### src/rtl/cmp_pkg.sv
// rtl/cmp_pkg.sv - shared comparator function codes and issuer state type
package cmp_pkg;

    localparam logic [1:0] CMP_FUN_NOP = 2'b00;
    localparam logic [1:0] CMP_FUN_EQ  = 2'b01;
    localparam logic [1:0] CMP_FUN_GT  = 2'b10;
    localparam logic [1:0] CMP_FUN_LT  = 2'b11;

    typedef enum logic [1:0] {
        IDLE  = 2'd0,
        ISSUE = 2'd1,
        WAIT  = 2'd2,
        HOLD  = 2'd3
    } iss_state_t;

endpackage

### src/rtl/cmp_watchdog.sv
// rtl/cmp_watchdog.sv - clear/increment 8-bit counter with terminal-count flag
module cmp_watchdog #(
    parameter int TERMINAL = 8
) (
    input  logic clk,
    input  logic rst,
    input  logic i_clr,
    input  logic i_inc,
    output logic o_tc
);

    logic [7:0] r_count;

    // o_tc means "this is the last cycle allowed", so it fires in the TERMINAL-th counted cycle
    assign o_tc = (r_count == 8'(TERMINAL - 1));

    always_ff @(posedge clk or posedge rst) begin
        if (rst) begin
            r_count <= 8'd0;
        end else if (i_clr) begin
            r_count <= 8'd0;
        end else if (i_inc && !o_tc) begin
            r_count <= r_count + 8'd1;
        end
    end

endmodule

### src/rtl/cmp_issuer.sv
// rtl/cmp_issuer.sv - single-outstanding comparator issuer; CMP_ISSUER_TIMEOUT_EN adds a WAIT watchdog
module cmp_issuer
    import cmp_pkg::*;
#(
    parameter int WIDTH_IN_DATA  = 16,
    parameter int WIDTH_OUT_DATA = 16,
    parameter int TIMEOUT_CYCLES = 8
) (
    input  logic                      CLK_iss,
    input  logic                      RST_iss,
    input  logic                      req_valid,
    output logic                      req_ready,
    input  logic [WIDTH_IN_DATA-1:0]  req_a,
    input  logic [WIDTH_IN_DATA-1:0]  req_b,
    input  logic [1:0]                req_fun,
    output logic [WIDTH_IN_DATA-1:0]  A_cmp,
    output logic [WIDTH_IN_DATA-1:0]  B_cmp,
    output logic [1:0]                ALU_FUN_cmp,
    output logic                      Cmp_Enable,
    input  logic [WIDTH_OUT_DATA:0]   CMP_OUT,
    input  logic                      CMP_Flag,
    output logic                      rsp_valid,
    input  logic                      rsp_ready,
    output logic [WIDTH_OUT_DATA:0]   rsp_data,
    output logic [1:0]                rsp_fun,
    output logic                      rsp_err
);

    iss_state_t                 r_state;
    iss_state_t                 w_state_nxt;
    logic                       w_accept;
    logic                       w_flag_hit;
    logic                       w_timeout;
    logic                       w_release;
    logic [WIDTH_IN_DATA-1:0]   r_a;
    logic [WIDTH_IN_DATA-1:0]   r_b;
    logic [1:0]                 r_fun;
    logic [1:0]                 r_rsp_fun;
    logic                       r_cmp_enable;
    logic                       r_rsp_valid;
    logic [WIDTH_OUT_DATA:0]    r_rsp_data;

    assign w_accept   = (r_state == IDLE) && req_valid;
    assign w_flag_hit = (r_state == WAIT) && CMP_Flag;
    assign w_release  = (r_state == HOLD) && rsp_ready;

`ifdef CMP_ISSUER_TIMEOUT_EN
    logic w_wd_clr;
    logic w_wd_inc;
    logic w_wd_tc;
    logic r_rsp_err;

    assign w_wd_clr = (r_state == ISSUE);
    assign w_wd_inc = (r_state == WAIT) && !CMP_Flag;

    cmp_watchdog #(
        .TERMINAL (TIMEOUT_CYCLES)
    ) u_watchdog (
        .clk   (CLK_iss),
        .rst   (RST_iss),
        .i_clr (w_wd_clr),
        .i_inc (w_wd_inc),
        .o_tc  (w_wd_tc)
    );

    // A flag arriving on the terminal cycle wins over the timeout
    assign w_timeout = w_wd_inc && w_wd_tc;

    always_ff @(posedge CLK_iss or posedge RST_iss) begin
        if (RST_iss) begin
            r_rsp_err <= 1'b0;
        end else if (w_flag_hit) begin
            r_rsp_err <= 1'b0;
        end else if (w_timeout) begin
            r_rsp_err <= 1'b1;
        end
    end

    assign rsp_err = r_rsp_err;
`else
    logic w_unused_timeout_cfg;

    assign w_unused_timeout_cfg = ^(8'(TIMEOUT_CYCLES));
    assign w_timeout            = 1'b0;
    assign rsp_err              = 1'b0;
`endif

    always_comb begin
        w_state_nxt = r_state;
        case (r_state)
            IDLE:    if (req_valid) w_state_nxt = ISSUE;
            ISSUE:   w_state_nxt = WAIT;
            WAIT:    if (CMP_Flag || w_timeout) w_state_nxt = HOLD;
            HOLD:    if (rsp_ready) w_state_nxt = IDLE;
            default: w_state_nxt = IDLE;
        endcase
    end

    always_ff @(posedge CLK_iss or posedge RST_iss) begin
        if (RST_iss) begin
            r_state <= IDLE;
        end else begin
            r_state <= w_state_nxt;
        end
    end

    always_ff @(posedge CLK_iss or posedge RST_iss) begin
        if (RST_iss) begin
            r_a          <= '0;
            r_b          <= '0;
            r_fun        <= 2'b00;
            r_rsp_fun    <= 2'b00;
            r_cmp_enable <= 1'b0;
            r_rsp_valid  <= 1'b0;
            r_rsp_data   <= '0;
        end else begin
            if (w_accept) begin
                r_a       <= req_a;
                r_b       <= req_b;
                r_fun     <= req_fun;
                r_rsp_fun <= req_fun;
            end
            // Enable is high exactly for the ISSUE cycle that follows an accept
            r_cmp_enable <= w_accept;
            if (w_flag_hit) begin
                r_rsp_data  <= CMP_OUT;
                r_rsp_valid <= 1'b1;
            end else if (w_timeout) begin
                r_rsp_data  <= '0;
                r_rsp_valid <= 1'b1;
            end else if (w_release) begin
                r_rsp_valid <= 1'b0;
            end
        end
    end

    assign req_ready   = (r_state == IDLE);
    assign A_cmp       = r_a;
    assign B_cmp       = r_b;
    assign ALU_FUN_cmp = r_fun;
    assign Cmp_Enable  = r_cmp_enable;
    assign rsp_valid   = r_rsp_valid;
    assign rsp_data    = r_rsp_data;
    assign rsp_fun     = r_rsp_fun;

endmodule

### config.mk
export PLATFORM = sky130hd
export DESIGN_NAME = cmp_issuer
export DESIGN_NICKNAME = d
export VERILOG_FILES = /design/src/rtl/cmp_pkg.sv /design/src/rtl/cmp_watchdog.sv /design/src/rtl/cmp_issuer.sv
export SDC_FILE = /design/constraint.sdc
export NUM_CORES = 1
export LEC_CHECK = 0
export ABC_AREA = 1
export CORE_UTILIZATION = 35
export CTS_BUF_LIST = sky130_fd_sc_hd__clkbuf_16
export DETAILED_ROUTE_END_ITERATION = 16
export PLACE_DENSITY = 0.79
export SLEW_MARGIN = 20
export SYNTH_ARGS = -nofsm -noshare
export SYNTH_HDL_FRONTEND = slang
export SYNTH_SLANG_ARGS = --single-unit
### constraint.sdc
create_clock -name CLK_iss -period 1.42 [get_ports CLK_iss]
set_input_delay 0.142 -clock CLK_iss [delete_from_list [all_inputs] [get_ports CLK_iss]]
set_output_delay 0.142 -clock CLK_iss [all_outputs]
set_load 0.005 [all_outputs]
==> impl_metrics.toml <==
[outcome]
outcome = "finished clean"

[floorplanning]
start_util = 0.364
die_w_um = 83.5
rows = 29
core-area_um2 = 6390
die_h_um = 83.5
die_area_um2 = 6970
io_pins = 113

[clocking]
path_clk_slew_ps = 60
htree_levels = 2
postCtsHoldBufs = 0
cts.path.max_buffers = 2
cts_sinks = 55
cts_tree = "done"
numCtsBuffers = 5
clockRootBuffer = "clkbuf_16"
worst_skew_pair.late_latency_ps = 290

[global_routing]
antenna_found_initial = 0
grt.busiest_layer = "met2"
grtUsageMet2 = 0.262
grt_pass1_vias = 1920
grt.overflow.total = 0
grt_max_degree = 36
grt_pass1_wl_mm = 9.24
grt_use_met3 = 0.0554
grt_usage = 0.164
gr-usage-met1 = 0.219

[placed_design]
gp_congestion = 0.747
dp.cells = 434
dp_hpwl_mm = 3.88
port_buffers = 111
place_area_um2 = 3470
place_ws_ps = -36.9

[power]
vdd_drop_max_v = 0.000871
seqPwrFrac = 0.383
p_sw_w = 0.00228
p_int_w = 0.00483
clkPwrFrac = 0.164
powerDensity_nw_per_um2 = 1960
leakagePower_nw = 1.80
p_comb_frac = 0.453
netSwitchingFraction = 0.321

[critical_path]
crit_fanout = 3
timing.rr.end = "B_cmp[8]$_DFFE_PP0P_"
rr_worst_depth = 6
required_ps = 1280
critPathArrivalTime_ps = 1220
crit_end = "req_ready"
setup.worst_path.start = "r_state[0]$_DFFE_PP0P_"
rr_startpoint = "r_state[0]$_DFFE_PP0P_"
ff2ff_setup_slack_ps = 110
worstSetupPathType = "reg2out"
critical_path.startpoint_type = "flop"
cp-end-kind = "primary output"

[drt]
drc = 0
drt-pass1-iter-count = 4
wl_mm = 5.41
routedWlPerCell_um = 12.2
ant_nets = 0
via_per_inst = 4.47
num_vias = 1983
first_iter_violations = 109

[final_layout]
stdcell_count = 444
mostFrequentLayoutCell = "nand2_1"
final_cell_area_um2 = 3630
layout.nets = 426
area_growth_syn_to_layout_pct = 56.3
drive_gt1_frac = 0.0981
antennaDiodeCount = 0
final_cell_mix = "nand2_1, clkdlybuf4s50_1, dfrtp_1"

[synth]
avgSynthCellArea_um2 = 9.23
synth_fp_nets = 312
syn_inst = 252
syn-cell-area_um2 = 2320
yosys_warnings = 0
synth-seq-cells = 55
yosysUniqueCellTypes = 16
yosysSeqAreaShare = 0.592

[timing]
fin_worst_skew_ps = 4.10
whs_ps = 301
fin_ws_ps = 54.4
max_freq_ghz = 0.732
rsz0062_at_grt = "false"
hold_viol = 0
slew_viol_final = 0
finalSetupTns_ps = 0
period_share = 0.962
setup_violations = 0
period_needed_ps = 1370

[min_path]
hold_class = "in2async"

[run]
drv_cap = 0
## stage by stage
step	utilization	power, W
after floorplan	-	0.00415
after global placement	0.543	0.00586
after detailed placement	0.543	0.00596
after CTS	0.566	0.00717
after global routing	0.569	0.00769
final	0.569	0.00712
## cell usage after synthesis
library cell	instances	area share
inv_1	7	0.011
buf_4	5	0.016
conb_1	1	0.0016
inv_2	1	0.0016
nand2_4	1	0.0048
nand3_2	11	0.047
nand2_1	146	0.24
ha_1	4	0.022
buf_12	1	0.0086
buf_2	3	0.0065
inv_4	1	0.0027
buf_6	5	0.024
dfrtp_1	55	0.59
nand4_1	2	0.0054
nand2_2	2	0.0054
nand3_1	7	0.015
## state kept, by name, summed over array words and instances, names as in the netlist
signal / cells
A_cmp: 16
rsp_data: 17
r_state: 2
B_cmp: 16
Cmp_Enable: 1
rsp_valid: 1
rsp_fun: 2
## worst max-delay path, stage by stage (launching register included)
cell and delay (ps):
dfrtp_1 410, inv_2 90, ha_2 190, dlygate4sd2_1 250
## power groups by stage
stage,Clock (W),Combinational (W),Sequential [W]
after floorplan,0,0.00139,0.00276
after global placement,0,0.00313,0.00273
after detailed placement,0,0.00322,0.00274
after CTS,0.00121,0.00323,0.00273
after global routing,0.00127,0.00358,0.00283
final,0.00117,0.00322,0.00273
## final cells by class
type | instances | area [um2]
fill | 551 | 2750
sequential | 55 | 1380
timing repair buffer | 121 | 1190
multi-input combinational | 174 | 786
clock buffer | 5 | 125
tap | 77 | 96.3
inverter | 9 | 45.0
clock inverter | 3 | 16.3
## what timing repair did
item | CTS | global route
buffers inserted | 0 | 2
gates resized for setup | 3 | 4
hold endpoints to repair | 0 | 0
endpoints found under the setup margin | 11 | 35
## worst min-delay path by stage
| stage | start | endpoint | cells after the start |
|---|---|---|---|
| finish | RST_iss | rsp_data[7]$_DFFE_PP0P_ | 3 |
| global route | RST_iss | B_cmp[3]$_DFFE_PP0P_ | 3 |
| CTS | RST_iss | r_state[1]$_DFFE_PP0P_ | 3 |
| detailed placement | rsp_data[7]$_DFFE_PP0P_ | rsp_data[7]$_DFFE_PP0P_ | 2 |
| global placement | rsp_data[8]$_DFFE_PP0P_ | rsp_data[8]$_DFFE_PP0P_ | 2 |
| floorplan | RST_iss | A_cmp[0]$_DFFE_PP0P_ | 1 |
## cells by family after synthesis
family                     synth area share
DFF                                   0.592
buffers and inverters                0.0710
other                               0.00161
adders and majority gates            0.0215
and+or+nand+nor                       0.314
## metal layers
layer / wire, um / share of wire
met1: 2430 / 0.45
met2: 2440 / 0.45
met3: 506 / 0.094
met4: 36 / 0.0067
met5: 0 / 0
Note: power is estimated with default switching activity, not from simulation.
